[config.mk]
export PLATFORM = sky130hd
export DESIGN_NAME = regfile_writer
export DESIGN_NICKNAME = d
export VERILOG_FILES = /design/src/rtl/regfile_pkg.sv /design/src/rtl/regfile_writer_fifo.sv /design/src/rtl/regfile_writer.sv
export SDC_FILE = /design/constraint.sdc
export NUM_CORES = 1
export LEC_CHECK = 0
export CAP_MARGIN = 20
export CORE_ASPECT_RATIO = 0.75
export CORE_MARGIN = 2
export CORE_UTILIZATION = 55
export DETAILED_ROUTE_END_ITERATION = 7
export PLACE_DENSITY = 0.77
export SLEW_MARGIN = 20
export SYNTH_ARGS = -nofsm -noshare
export SYNTH_HDL_FRONTEND = slang
export SYNTH_SLANG_ARGS = --single-unit
export TNS_END_PERCENT = 100
[constraint.sdc]
create_clock -name clk -period 4.8 [get_ports clk]
set_clock_uncertainty 0.2 [all_clocks]
set_input_delay 0.72 -clock clk [delete_from_list [all_inputs] [get_ports clk]]
set_output_delay 0.72 -clock clk [all_outputs]
set_load 0.1 [all_outputs]
[src/rtl/regfile_pkg.sv]
// rtl/regfile_pkg.sv - shared register-file geometry and writer state encoding
package regfile_pkg;

    localparam int RF_DEPTH  = 4096;
    localparam int RF_ADDR_W = 12;
    localparam int RF_CNT_W  = 13;

    typedef enum logic [1:0] {
        ST_IDLE  = 2'd0,
        ST_LOAD  = 2'd1,
        ST_DRAIN = 2'd2,
        ST_DONE  = 2'd3
    } wr_state_e;

endpackage

[src/rtl/regfile_writer_fifo.sv]
// rtl/regfile_writer_fifo.sv - skid FIFO between the upstream beat port and the register file
module regfile_writer_fifo #(
    parameter int DW    = 8,
    parameter int DEPTH = 4
) (
    input  logic          clk,
    input  logic          rst_n,
    input  logic          push_i,
    input  logic [DW-1:0] wdata_i,
    input  logic          pop_i,
    output logic [DW-1:0] rdata_o,
    output logic          full_o,
    output logic          empty_o
);

    localparam int AW = $clog2(DEPTH);

    logic [DW-1:0] mem_q [DEPTH];
    logic [AW:0]   wr_ptr_q, wr_ptr_d;
    logic [AW:0]   rd_ptr_q, rd_ptr_d;
    logic          do_push, do_pop;

    // Pointers carry one wrap bit so full and empty are distinguishable.
    assign full_o  = (wr_ptr_q[AW] != rd_ptr_q[AW]) &&
                     (wr_ptr_q[AW-1:0] == rd_ptr_q[AW-1:0]);
    assign empty_o = (wr_ptr_q == rd_ptr_q);
    assign do_push = push_i && !full_o;
    assign do_pop  = pop_i && !empty_o;

    assign wr_ptr_d = wr_ptr_q + (AW+1)'(do_push);
    assign rd_ptr_d = rd_ptr_q + (AW+1)'(do_pop);

    always_ff @(posedge clk or negedge rst_n) begin
        if (!rst_n) begin
            wr_ptr_q <= '0;
            rd_ptr_q <= '0;
        end else begin
            wr_ptr_q <= wr_ptr_d;
            rd_ptr_q <= rd_ptr_d;
        end
    end

    always_ff @(posedge clk) begin
        if (do_push) begin
            mem_q[wr_ptr_q[AW-1:0]] <= wdata_i;
        end
    end

    assign rdata_o = mem_q[rd_ptr_q[AW-1:0]];

endmodule

[src/rtl/regfile_writer.sv]
// rtl/regfile_writer.sv - frames upstream beats into register-file appends; REGFILE_WRITER_STATS_EN adds frame/error counters
module regfile_writer
    import regfile_pkg::*;
#(
    parameter int DATA_WIDTH = 8,
    parameter int FIFO_DEPTH = 4
) (
    input  logic                  clk,
    input  logic                  rst_n,
    input  logic                  start,
    input  logic [RF_CNT_W-1:0]   frame_len,
    input  logic                  s_valid,
    input  logic [DATA_WIDTH-1:0] s_data,
    input  logic                  s_last,
    output logic                  s_ready,
    output logic                  we,
    output logic [DATA_WIDTH-1:0] w_data,
    output logic                  busy,
    output logic                  done,
    output logic                  err,
    output logic [RF_CNT_W-1:0]   wr_count,
`ifdef REGFILE_WRITER_STATS_EN
    output logic [15:0]           frame_cnt,
    output logic [15:0]           err_cnt,
`endif
    output logic                  full
);

    wr_state_e             state_q, state_d;
    logic [RF_CNT_W-1:0]   len_q, len_d;
    logic [RF_CNT_W-1:0]   beats_q, beats_d;
    logic [RF_CNT_W-1:0]   wr_count_q, wr_count_d;
    logic                  err_q, err_d;
    logic [RF_CNT_W-1:0]   room, beats_inc;
    logic                  accept, fifo_full, fifo_empty;
    logic [DATA_WIDTH-1:0] fifo_rdata;

    regfile_writer_fifo #(
        .DW    (DATA_WIDTH),
        .DEPTH (FIFO_DEPTH)
    ) u_fifo (
        .clk     (clk),
        .rst_n   (rst_n),
        .push_i  (accept),
        .wdata_i (s_data),
        .pop_i   (we),
        .rdata_o (fifo_rdata),
        .full_o  (fifo_full),
        .empty_o (fifo_empty)
    );

    assign full      = (wr_count_q == RF_CNT_W'(RF_DEPTH));
    assign room      = RF_CNT_W'(RF_DEPTH) - wr_count_q;
    assign beats_inc = beats_q + RF_CNT_W'(1);
    assign s_ready   = (state_q == ST_LOAD) && !fifo_full && !full;
    assign accept    = s_valid && s_ready;
    assign we        = !fifo_empty;
    assign w_data    = we ? fifo_rdata : '0;
    assign busy      = (state_q == ST_LOAD) || (state_q == ST_DRAIN);
    assign done      = (state_q == ST_DONE);
    assign err       = err_q;
    assign wr_count  = wr_count_q;

    always_comb begin
        state_d = state_q;
        len_d   = len_q;
        beats_d = beats_q;
        err_d   = err_q;
        case (state_q)
            ST_IDLE: begin
                if (start) begin
                    // A frame that cannot fit in the remaining space is rejected whole.
                    if ((frame_len == '0) || (frame_len > room)) begin
                        err_d   = 1'b1;
                        state_d = ST_DONE;
                    end else begin
                        len_d   = frame_len;
                        beats_d = '0;
                        err_d   = 1'b0;
                        state_d = ST_LOAD;
                    end
                end
            end
            ST_LOAD: begin
                if (accept) begin
                    beats_d = beats_inc;
                    if ((beats_inc == len_q) || s_last) begin
                        // Error when s_last and the length count disagree.
                        err_d   = err_q | (s_last != (beats_inc == len_q));
                        state_d = ST_DRAIN;
                    end
                end
            end
            ST_DRAIN: begin
                if (fifo_empty) begin
                    state_d = ST_DONE;
                end
            end
            ST_DONE:  state_d = ST_IDLE;
            default:  state_d = ST_IDLE;
        endcase
    end

    assign wr_count_d = (we && !full) ? wr_count_q + RF_CNT_W'(1) : wr_count_q;

    always_ff @(posedge clk or negedge rst_n) begin
        if (!rst_n) begin
            state_q    <= ST_IDLE;
            len_q      <= '0;
            beats_q    <= '0;
            err_q      <= 1'b0;
            wr_count_q <= '0;
        end else begin
            state_q    <= state_d;
            len_q      <= len_d;
            beats_q    <= beats_d;
            err_q      <= err_d;
            wr_count_q <= wr_count_d;
        end
    end

`ifdef REGFILE_WRITER_STATS_EN
    logic [15:0] frame_cnt_q, err_cnt_q;

    always_ff @(posedge clk or negedge rst_n) begin
        if (!rst_n) begin
            frame_cnt_q <= '0;
            err_cnt_q   <= '0;
        end else if (state_q == ST_DONE) begin
            frame_cnt_q <= frame_cnt_q + 16'd1;
            if (err_q) begin
                err_cnt_q <= err_cnt_q + 16'd1;
            end
        end
    end

    assign frame_cnt = frame_cnt_q;
    assign err_cnt   = err_cnt_q;
`endif

endmodule

Word-level counts from Yosys, hierarchy flattened

Memories as Yosys holds them, arrays and structs flattened.
Cells that the tools add are included.

Register bits: 48
Bits in writable memories: 32
Output and inout bits: 27
Memories: 1

Memory list:

| name         | depth | bits a word | read ports | clocked after memory_dff | wr ports | RTL line                  | RTL |
|---|---|---|---|---|---|---|---|
| u_fifo.mem_q | 4     | 8           | 1          | 0                        | 1        | regfile_writer_fifo.sv:18 | `logic [DW-1:0] mem_q [DEPTH];` |

Add/subtract/negate cells: 5
Order comparisons: 1
Eq/ne operators: 14
Mux-type cells: 18
Bitwise operators: 2
Reduce and logical (&&, ||, !) cells: 19

Operator list:

| kind                                           | number |
|---|---|
| two-way mux 13 bit                             | 3 |
| adder 13 x 1 -> 13 bit (second input constant) | 2 |
| case mux 13 bit (2 select lines)               | 1 |
| == test 13 bit                                 | 1 |
| == test 13 bit (second input constant)         | 1 |
| > comparator 13 bit                            | 1 |
| zero test 13 bit                               | 1 |
| subtractor 13 bit (first input constant)       | 1 |
| AND reduction 4 bit                            | 3 |
| two-way mux 2 bit                              | 5 |
| two-way mux 8 bit                              | 1 |
| case mux 2 bit (4 select lines)                | 1 |
| adder 3 x 1 -> 3 bit                           | 2 |
| logical AND 1 bit                              | 6 |
| two-way mux 1 bit                              | 6 |
| != test 2 bit (second input constant)          | 3 |
| == test 2 bit (second input constant)          | 2 |
| != test 2 x 1 -> 1 bit (second input constant) | 2 |
| == test 3 bit                                  | 1 |
| zero test 1 bit                                | 3 |
| logical OR 1 bit                               | 3 |
| AND reduction 3 bit                            | 1 |
| == test 2 x 1 -> 1 bit (second input constant) | 1 |
| == test 2 bit                                  | 1 |
| other kinds (6)                                | 7 |

Logic depth before layout (Yosys ltp)

Gate-level depths: netlist of run 1.

Depth in word-level cells: 9
Depth in mapped cells: 15
Mapped depth without buffers: 13

Modules after synthesis

A second synthesis of run 1 with hierarchy kept.

Cells, all modules: 403
Area, all modules: 4556.9 um2

By module, submodules not included:

| module              | instances | cells each | area an instance (um2) | seq. area each (um2) |
|---|---|---|---|---|
| regfile_writer      | 1         | 330        | 3017.9                 | 1051.0 |
| regfile_writer_fifo | 1         | 73         | 1539.0                 | 1111.1 |

Worst setup path after synthesis of run 1

Ideal clock, no wire load.

Kind: register to register
From: register wr_count_q[0], in the netlist wr_count[0]
To: memory u_fifo.mem_q[1][0], enable pin
Arrival time: 3559 ps
Data required time: 4215 ps
Setup slack: 655 ps
Cell stages (with the launch flop): 8
Path buffers: 0
Period minus slack after synthesis: 4145 ps
Cells stage by stage: dfrtp_1 inv_1 ha_1 nor4b_2 nand4_1 and3_1 nand2_1 nor3b_1

Longest elaborated chain between the ends: 7

RTL lines:

| element                                 | RTL line                  | RTL |
|---|---|---|
| start: declaration                      | regfile_writer.sv:32      | `logic [RF_CNT_W-1:0] wr_count_q, wr_count_d;` |
| start signal: assignment                | regfile_writer.sv:118     | `wr_count_q <= wr_count_d;` |
| == test 13 bit                          | regfile_writer.sv:52      | `assign full = (wr_count_q == RF_CNT_W'(RF_DEPTH));` |
| zero test 1 bit                         | regfile_writer.sv:55      | `assign s_ready = (state_q == ST_LOAD) && !fifo_full && !full;` |
| logical AND 1 bit                       | regfile_writer.sv:55      |  |
| net s_ready                             | regfile_writer.sv:15      | `output logic s_ready,` |
| logical AND 1 bit                       | regfile_writer.sv:56      | `assign accept = s_valid && s_ready;` |
| logical AND 1 bit                       | regfile_writer_fifo.sv:27 | `assign do_push = push_i && !full_o;` |
| two-way mux 1 bit                       | regfile_writer_fifo.sv:44 | `if (do_push) begin` |
| two-way mux 1 bit (implied by the code) | regfile_writer_fifo.sv:45 | `mem_q[wr_ptr_q[AW-1:0]] <= wdata_i;` |
| end: declaration                        | regfile_writer_fifo.sv:18 |  |

The timed path passes the listed nets, and every way through them passes these cells.

Worst setup path in the final report of run 1

From: register wr_count_q[0], in the netlist wr_count[0]
To: output port s_ready

Longest elaborated chain between the ends: 3

RTL lines:

| element           | RTL line |
|---|---|
| == test 13 bit    | regfile_writer.sv:52 |
| zero test 1 bit   | regfile_writer.sv:55 |
| logical AND 1 bit | regfile_writer.sv:55 |
| end: declaration  | regfile_writer.sv:15 |

Every way passes these cells.

==> flow_summary.ini, run 1 <==
[clock_tree]
clk_path_buf_depth = 2
path_clk_slew_ns = 0.10
clk_latency_ns = 0.37
hold_buffers = 0
h-tree-depth = 3
root_buffer = clkbuf_8
cts_buffers = 9
cts_setup_buffers = 0
cts_tree = yes
post_cts_resized = 0
clock-sinks = 80

[worst_setup_path]
worst_setup_path_start_kind = register
crit_slowest_cell = clkdlybuf4s50_1
max_stage_delay_ns = 1.16
r2r_cells = 14
worstPathMaxFanout = 9
reg2reg_from = wr_count[0]
critPathCaptureType = primary output
reg2reg_slack_ns = 0.95
r2r-end = beats_q[2]
critPathRequiredTime_ns = 3.88
path_cells = inv_1, ha_1, nor4b_2, nand4_1, and3_1, clkdlybuf4s50_1
path_class = reg -> out
cp.arrival_ns = 3.14

[route]
maxUsedRoutingLayer = met4
wl_met1_um = 4660
drc_errors = 0
dr.pass1.iters = 4
antenna_violating_nets_post_route = 0
met3_length_um = 494
drt_iter0_drc = 138
wire_per_inst_um = 17.7
vias = 3192
vias_per_cell = 5.79
wl_um = 9730
wl_met2_um = 4440

[global_route]
grt_max_degree = 49
grt_pass1_vias = 3237
grt_pass1_wl_um = 16400
grt.overflow.total = 0
antenna_found_initial = 0
track_usage_pct = 24.2

[sta]
fin_crit_sh_pct = 84.7
fmax_ghz = 0.246
setup_viol = 0
drv_slew = 0
hold_viol = 0
rsz0062_at_grt = false
fin_tns_setup_ns = 0
slew-limit-headroom_pct = 33.9
fin_ws_ns = 0.736
fin_crit_ns = 4.06
tightestPinTransition_ns = 0.989

[synth]
syn-num-nets = 443
ys_async_sr_fraction_pct = 60.0
synth_top_family_by_area = simple AND/OR/NAND/NOR gates
synth_top_area_share_pct = 26.8
synth.avg_cell_area_um2 = 11.4
synthFlopType = dfrtp_1
muxShareOfSynthArea_pct = 7.50
synth_warnings = 0
synth_edf_count = 32
ys_seq_area_share_pct = 48.2
synth_area_leaders = dfrtp_1, edfxtp_1, ha_1
ys_ff_latch = 80
synth-compound-area-share_pct = 8.45
syn_area_um2 = 4490
synth-xor-area-share_pct = 8.78
synth-simple-area-share_pct = 16.8
yosysUniqueCellTypes = 53
yosys.area_share.adder_pct = 6.97
synth.largest_area_cell = dfrtp_1
syn_inst = 392

[floorplan]
start_util_pct = 56.7
rows = 28
io_pins = 53
core_um2 = 7920
die_x_um = 108
die_area_um2 = 8900
die_y_um = 82.2

[placed_design]
placedCellCount = 535
portBuffers = 52
place_congestion = 0.867
place_ws_ns = 1.00
hpwl_um = 7150

[finish]
fillers = 640
diodes = 0
finalNonFillerCells = 551
syn_to_final_growth_pct = 16.8
layout.nets = 492
drive_gt1_share_pct = 14.8

[outcome]
run_status = finished, final reports clean

[run]
cap_violations = 0

[worst_hold_path]
hold_class = in -> async
cell usage after synthesis, types with 8 or more instances:
cell type  instances
and2_1             9
and3_1             8
clkbuf_1           8
dfrtp_1           48
edfxtp_1          32
ha_1              25
inv_1             12
mux2_2            13
mux4_2             8
nand2_1           27
nand3_1           13
nand4_1           10
nor2_1            16
nor3_1            10
o21ai_0           22
xnor2_1           20
xor2_1            25
stage by stage:
stage,util (%),hold WS [ns],cell area [um^2]
2_1_floorplan,-,0.224,4490
3_3_place_gp,63.7,0.274,5040
3_5_place_dp,63.7,0.298,5040
4_1_cts,66.1,0.315,5240
5_1_grt,66.2,0.199,5240
6_report,66.2,0.152,5240
layout make-up:
cell class | instances | area (um^2) | area share (%)
tap | 105 | 131 | 2.51
inverter | 12 | 45.0 | 0.860
timing repair buffer | 57 | 533 | 10.2
multi-input combinational | 281 | 2180 | 41.5
clock buffer | 9 | 124 | 2.36
clock inverter | 7 | 67.6 | 1.29
sequential | 80 | 2160 | 41.3
placed cells by master, fill, tap and decap left out, types with 2 or more instances in the layout:
cell,n
nor3_1,10
xnor2_1,20
nand2_1,27
inv_8,3
a211o_1,3
or3_2,2
nor4_1,7
a21oi_1,7
or3_1,5
nor2_1,16
o211ai_1,7
edfxtp_1,32
a211oi_1,2
mux2_2,13
inv_1,12
nand2b_1,6
and2_1,9
a311oi_2,2
buf_4,15
nand3b_1,4
nand4_1,10
dfrtp_1,48
clkdlybuf4s50_1,42
xor2_1,25
or2_2,3
and4_1,3
nand3_1,13
nor3b_1,4
inv_6,3
o221ai_1,2
clkbuf_8,9
and3_1,8
ha_1,25
mux4_2,8
o21ai_0,22
per-layer routing:
metal | vias to the layer above | GRT usage [%]
met1 | 1564 | 33.3
met4 | 0 | 7.18
met3 | 17 | 5.73
met2 | 75 | 38.6
met5 | - | 0
li1 | 1536 | -
worst max path at each step:
| stage | end | start |
|---|---|---|
| 5_1_grt | s_ready | wr_count[0] |
| 4_1_cts | s_ready | wr_count[0] |
| 2_1_floorplan | u_fifo.mem_q[1][0] | wr_count[0] |
| 3_3_place_gp | beats_q[5] | wr_count[0] |
| 3_5_place_dp | beats_q[2] | wr_count[0] |
| 6_report | s_ready | wr_count[0] |
sequential cells by signal, indices dropped and copies added (netlist names):
signal and count:
beats_q 13, u_fifo.mem_q 32, u_fifo.wr_ptr_q 3, u_fifo.rd_ptr_q 3
wr_count 13, state_q 2, len_q 13, err 1
logic make-up after synthesis:
| kind of cell | Yosys count |
|---|---|
| adder cells (fa/ha/maj) | 25 |
| multiplexers | 22 |
| flip-flops | 80 |
| XOR/XNOR | 45 |
| AO/OA/AOI/OAI | 54 |
| AND/OR/NAND/NOR | 135 |
| buffers and inverters | 31 |
critical path: cells and delay by family, from the launching register on:
| family | cells | cell delay, ns |
|---|---|---|
| fa+ha+maj | 1 | 0.25 |
| flops | 1 | 0.54 |
| buf+inv | 2 | 1.27 |
| simple gates | 3 | 0.71 |
Power of run 1 is not shown: default switching activity piles up to over one toggle a cycle in this logic, so the estimate is an artifact.
==> run 2: changes to the inputs <==
--- a/config.mk
+++ b/config.mk
@@ -8,9 +8,9 @@
 export CAP_MARGIN = 20
 export CORE_ASPECT_RATIO = 0.75
 export CORE_MARGIN = 2
-export CORE_UTILIZATION = 55
+export CORE_UTILIZATION = 51
 export DETAILED_ROUTE_END_ITERATION = 7
-export PLACE_DENSITY = 0.77
+export PLACE_DENSITY = 0.75
 export SLEW_MARGIN = 20
 export SYNTH_ARGS = -nofsm -noshare
 export SYNTH_HDL_FRONTEND = slang
==> constraint.sdc (replaced) <==
create_clock -name clk -period 3.59 [get_ports clk]
set_clock_uncertainty 0.2 [all_clocks]
set_input_delay 0.5385 -clock clk [delete_from_list [all_inputs] [get_ports clk]]
set_output_delay 0.5385 -clock clk [all_outputs]
set_load 0.1 [all_outputs]
==> flow_summary.ini, run 2 (synthesis gave the netlist of run 1 again) <==
[clock_tree]
hold_buffers = 0
h-tree-depth = 3
clk_latency_ns = 0.34
clock-sinks = 80
clk_path_buf_depth = 2
path_clk_slew_ns = 0.07
cts_tree = yes
cts_buffers = 9
root_buffer = clkbuf_16

[worst_setup_path]
worstPathMaxFanout = 13
critPathRequiredTime_ns = 3.61
r2r-end = beats_q[8]
critPathCaptureType = register
worst_setup_path_start_kind = register
cp.arrival_ns = 3.40
path_class = reg -> reg
reg2reg_from = wr_count[1]
reg2reg_slack_ns = 0.20
r2r_cells = 13

[route]
vias = 3279
drc_errors = 0
wl_um = 10000
vias_per_cell = 5.82
dr.pass1.iters = 4
antenna_violating_nets_post_route = 0
wire_per_inst_um = 17.8
drt_iter0_drc = 161

[finish]
regArea_um2 = 2180
syn_to_final_growth_pct = 21.9
drive_gt1_share_pct = 22.6
largest_reg_flops = 32
diodes = 0
multi_input_area_um2 = 2220
layout.nets = 501
fillers = 665
mostFrequentLayoutCells = dfrtp_1, buf_4, edfxtp_1
layout_commonest_cell = dfrtp_1

[global_route]
grt_pass1_wl_um = 16900
grt.overflow.total = 0
track_usage_pct = 22.4
grt_max_degree = 27
antenna_found_initial = 0
grt_pass1_vias = 3398

[placed_design]
hpwl_um = 7170
portBuffers = 52
place_congestion = 0.866

[sta]
drv_slew = 0
fin_tns_setup_ns = 0
fin_crit_ns = 3.39
fin_crit_sh_pct = 94.4
setup_viol = 0
slew-limit-headroom_pct = 33.8
fmax_ghz = 0.295
hold_viol = 0
tightestPinTransition_ns = 0.990
whs_ns = 0.0105

[outcome]
run_status = finished, final reports clean

[floorplan]
io_pins = 53
rows = 29
die_y_um = 85.2
die_x_um = 112
core_um2 = 8490
die_area_um2 = 9570
start_util_pct = 52.8

[run]
cap_violations = 0

[worst_hold_path]
hold_class = in -> async
==> run 2: worst max-delay path, stage by stage (launching register included) <==
cell and delay, ns:
dfrtp_4 0.52, inv_1 0.09, ha_1 0.18, nor4b_4 0.23, and2_4 0.20, nand2_1 0.06, xnor2_1 0.12, ha_1 0.31
a211oi_2 0.22, nor2_1 0.09, nor3b_2 0.23, a311oi_2 0.16, or2_4 0.35, a211o_1 0.32
==> run 2: what timing repair did <==
action,in CTS,in global routing
endpoints found under the hold margin,0,0
resized for setup,1,8
pin swaps,0,1
endpoints found under the setup margin,6,27
setup buffers,0,2
==> run 2: area by class of cell <==
class	count	share of cell area, %
inverter	12	0.824
tap	108	2.47
sequential	80	39.9
clock buffer	9	4.12
multi-input combinational	281	40.7
clock inverter	7	1.26
timing repair buffer	66	10.7
==> run 2: through the flow <==
stage / worst slack [ns] / instances / util, % / instance area (um^2)
2_1_floorplan: 0.0185 / 392 / - / 4520
3_3_place_gp: 0.116 / 545 / 60.2 / 5110
3_5_place_dp: -0.0514 / 545 / 60.2 / 5110
4_1_cts: 0.0225 / 561 / 63.8 / 5410
5_1_grt: -0.00557 / 563 / 64.4 / 5470
6_report: 0.202 / 563 / 64.4 / 5470
==> run 2: layer usage <==
metal  up-vias  GRT usage, %  share of wire [%]
met1      1610          31.6                 47
met4         0          4.99                1.2
met5         -             0                  0
met3        14          6.14                5.3
met2        96          35.2                 46
li1       1559             -                  -
==> run 2: worst max path at each step <==
stage                      from         end  slack [ns]  cells past startpoint
CTS                 wr_count[1]  beats_q[8]        0.02                     13
finish              wr_count[1]  beats_q[8]        0.20                     13
floorplan           wr_count[0]  beats_q[9]        0.02                     14
global placement    wr_count[1]  beats_q[5]        0.12                     13
global route        wr_count[2]    len_q[8]      -0.006                     14
detailed placement  wr_count[1]  beats_q[5]       -0.05                     13
Power of run 2 is left out for the same reason.
==> run 3: changes to the inputs <==
--- a/config.mk
+++ b/config.mk
@@ -8,9 +8,9 @@
 export CAP_MARGIN = 20
 export CORE_ASPECT_RATIO = 0.75
 export CORE_MARGIN = 2
-export CORE_UTILIZATION = 51
+export CORE_UTILIZATION = 55
 export DETAILED_ROUTE_END_ITERATION = 7
-export PLACE_DENSITY = 0.75
+export PLACE_DENSITY = 0.77
 export SLEW_MARGIN = 20
 export SYNTH_ARGS = -nofsm -noshare
 export SYNTH_HDL_FRONTEND = slang
==> constraint.sdc (replaced) <==
create_clock -name clk -period 3.75 [get_ports clk]
set_clock_uncertainty 0.2 [all_clocks]
set_input_delay 0.5625 -clock clk [delete_from_list [all_inputs] [get_ports clk]]
set_output_delay 0.5625 -clock clk [all_outputs]
set_load 0.1 [all_outputs]
==> flow_summary.ini, run 3 (synthesis gave the netlist of run 1 again) <==
[route]
vias = 3207
wire_per_inst_um = 17.1
drc_errors = 0
wl_um = 9510
antenna_violating_nets_post_route = 0
dr.pass1.iters = 4
vias_per_cell = 5.77
drt_iter0_drc = 154

[finish]
syn_to_final_growth_pct = 18.0
largest_reg_flops = 32
finalNonFillerCells = 556
layout.nets = 497
diodes = 0
layout_commonest_cell = dfrtp_1
mostFrequentLayoutCells = dfrtp_1, clkdlybuf4s50_1, edfxtp_1
drive_gt1_share_pct = 18.6

[placed_design]
place_congestion = 0.907
placedCellCount = 540
portBuffers = 52
hpwl_um = 7010

[sta]
setup_viol = 0
fin_crit_sh_pct = 94.0
hold_viol = 0
fmax_ghz = 0.284
slew-limit-headroom_pct = 33.0
whs_ns = 0.0751
drv_slew = 0
fin_crit_ns = 3.53
tightestPinTransition_ns = 1.00

[worst_setup_path]
worst_setup_path_start_kind = register
reg2reg_slack_ns = 0.22
path_class = reg -> reg
r2r-end = len_q[9]
cp.arrival_ns = 3.56
reg2reg_from = wr_count[1]
critPathBufInv = 2
r2r_cells = 14
crit_top_cell = ha_1
crit_slowest_cell = dfrtp_2
max_stage_delay_ns = 0.48
critPathCaptureType = register
worstPathMaxFanout = 14
cpLargestDelayFamily = simple AND/OR/NAND/NOR gates
critPathRequiredTime_ns = 3.78
path_cells = inv_1, ha_1, nor4b_2, and2_1, nand2_1, xor2_1, ha_1, nand4_1, nor3_1, and4_1, a31oi_1, nor2_1, buf_4, mux2_2

[clock_tree]
cts_buffers = 9
cts_tree = yes
clk_latency_ns = 0.35
h-tree-depth = 3
root_buffer = clkbuf_8
clock-sinks = 80
hold_buffers = 0
path_clk_slew_ns = 0.08
clk_path_buf_depth = 2

[global_route]
grt_pass1_vias = 3183
track_usage_pct = 23.6
antenna_found_initial = 0
grt_max_degree = 33
grt.overflow.total = 0
grt_pass1_wl_um = 15800

[floorplan]
io_pins = 53
die_x_um = 108
die_y_um = 82.2
start_util_pct = 56.7
core_um2 = 7920
rows = 28
die_area_um2 = 8900

[outcome]
run_status = finished, final reports clean

[worst_hold_path]
hold_class = in -> async

[run]
cap_violations = 0
## run 3: changes by cell type in the layout (fill, tap and decap cells not counted), moves of 3 or more
cell / previous run / this run
clkdlybuf4s50_1: 31 / 39
buf_4: 32 / 22
inv_6: 4 / 0
clkbuf_8: 0 / 9
dfrtp_4: 4 / 1
inv_8: 3 / 0
clkbuf_16: 9 / 0
clkinv_2: 0 / 3
## run 3: timing repair
item,in CTS,in global routing
setup buffers,0,0
setup endpoints to repair,0,28
resized for setup,0,4
## run 3: how the worst max path moves through the flow
stage | endpoint | cells after the start | start
finish | len_q[9] | 14 | wr_count[1]
global route | len_q[5] | 14 | wr_count[1]
CTS | beats_q[2] | 13 | wr_count[2]
detailed placement | beats_q[8] | 13 | wr_count[2]
global placement | beats_q[8] | 13 | wr_count[2]
floorplan | len_q[10] | 15 | wr_count[3]
## run 3: stage by stage
stage          setup TNS (ns)  setup slack (ns)  utilization (%)  instance area (um^2)
6_report                    0             0.223             66.9                  5300
5_1_grt                 -1.21           -0.0919             66.9                  5300
4_1_cts                     0             0.104             66.6                  5280
3_5_place_dp                0             0.152             64.3                  5090
3_3_place_gp                0             0.278             64.3                  5090
2_1_floorplan               0           0.00184                -                  4500
## run 3: routing by layer
layer  part of all wire (%)  GRT usage (%)  up-vias
met4                    2.1           7.69        0
met2                     46           37.0       85
met1                     47           32.8     1565
met3                    4.5           5.57       18
met5                      0              0        -
li1                       -              -     1539
## run 3: area by class of cell
type	count	area [um^2]
inverters	12	45.0
clock buffers	10	128
multi-input cells	281	2200
clock inverters	6	61.3
fillers	599	2620
repair buffers	62	561
well taps	105	131
flip-flops and latches	80	2170
## run 3: worst reg2reg max path: stages (launching register included)
cell	delay, ns
dfrtp_2	0.48
inv_1	0.10
ha_1	0.20
nor4b_2	0.24
and2_1	0.23
nand2_1	0.08
xor2_1	0.16
ha_1	0.30
nand4_1	0.10
nor3_1	0.29
and4_1	0.28
a31oi_1	0.06
nor2_1	0.11
buf_4	0.23
mux2_2	0.36
Power of run 3 is left out for the same reason.
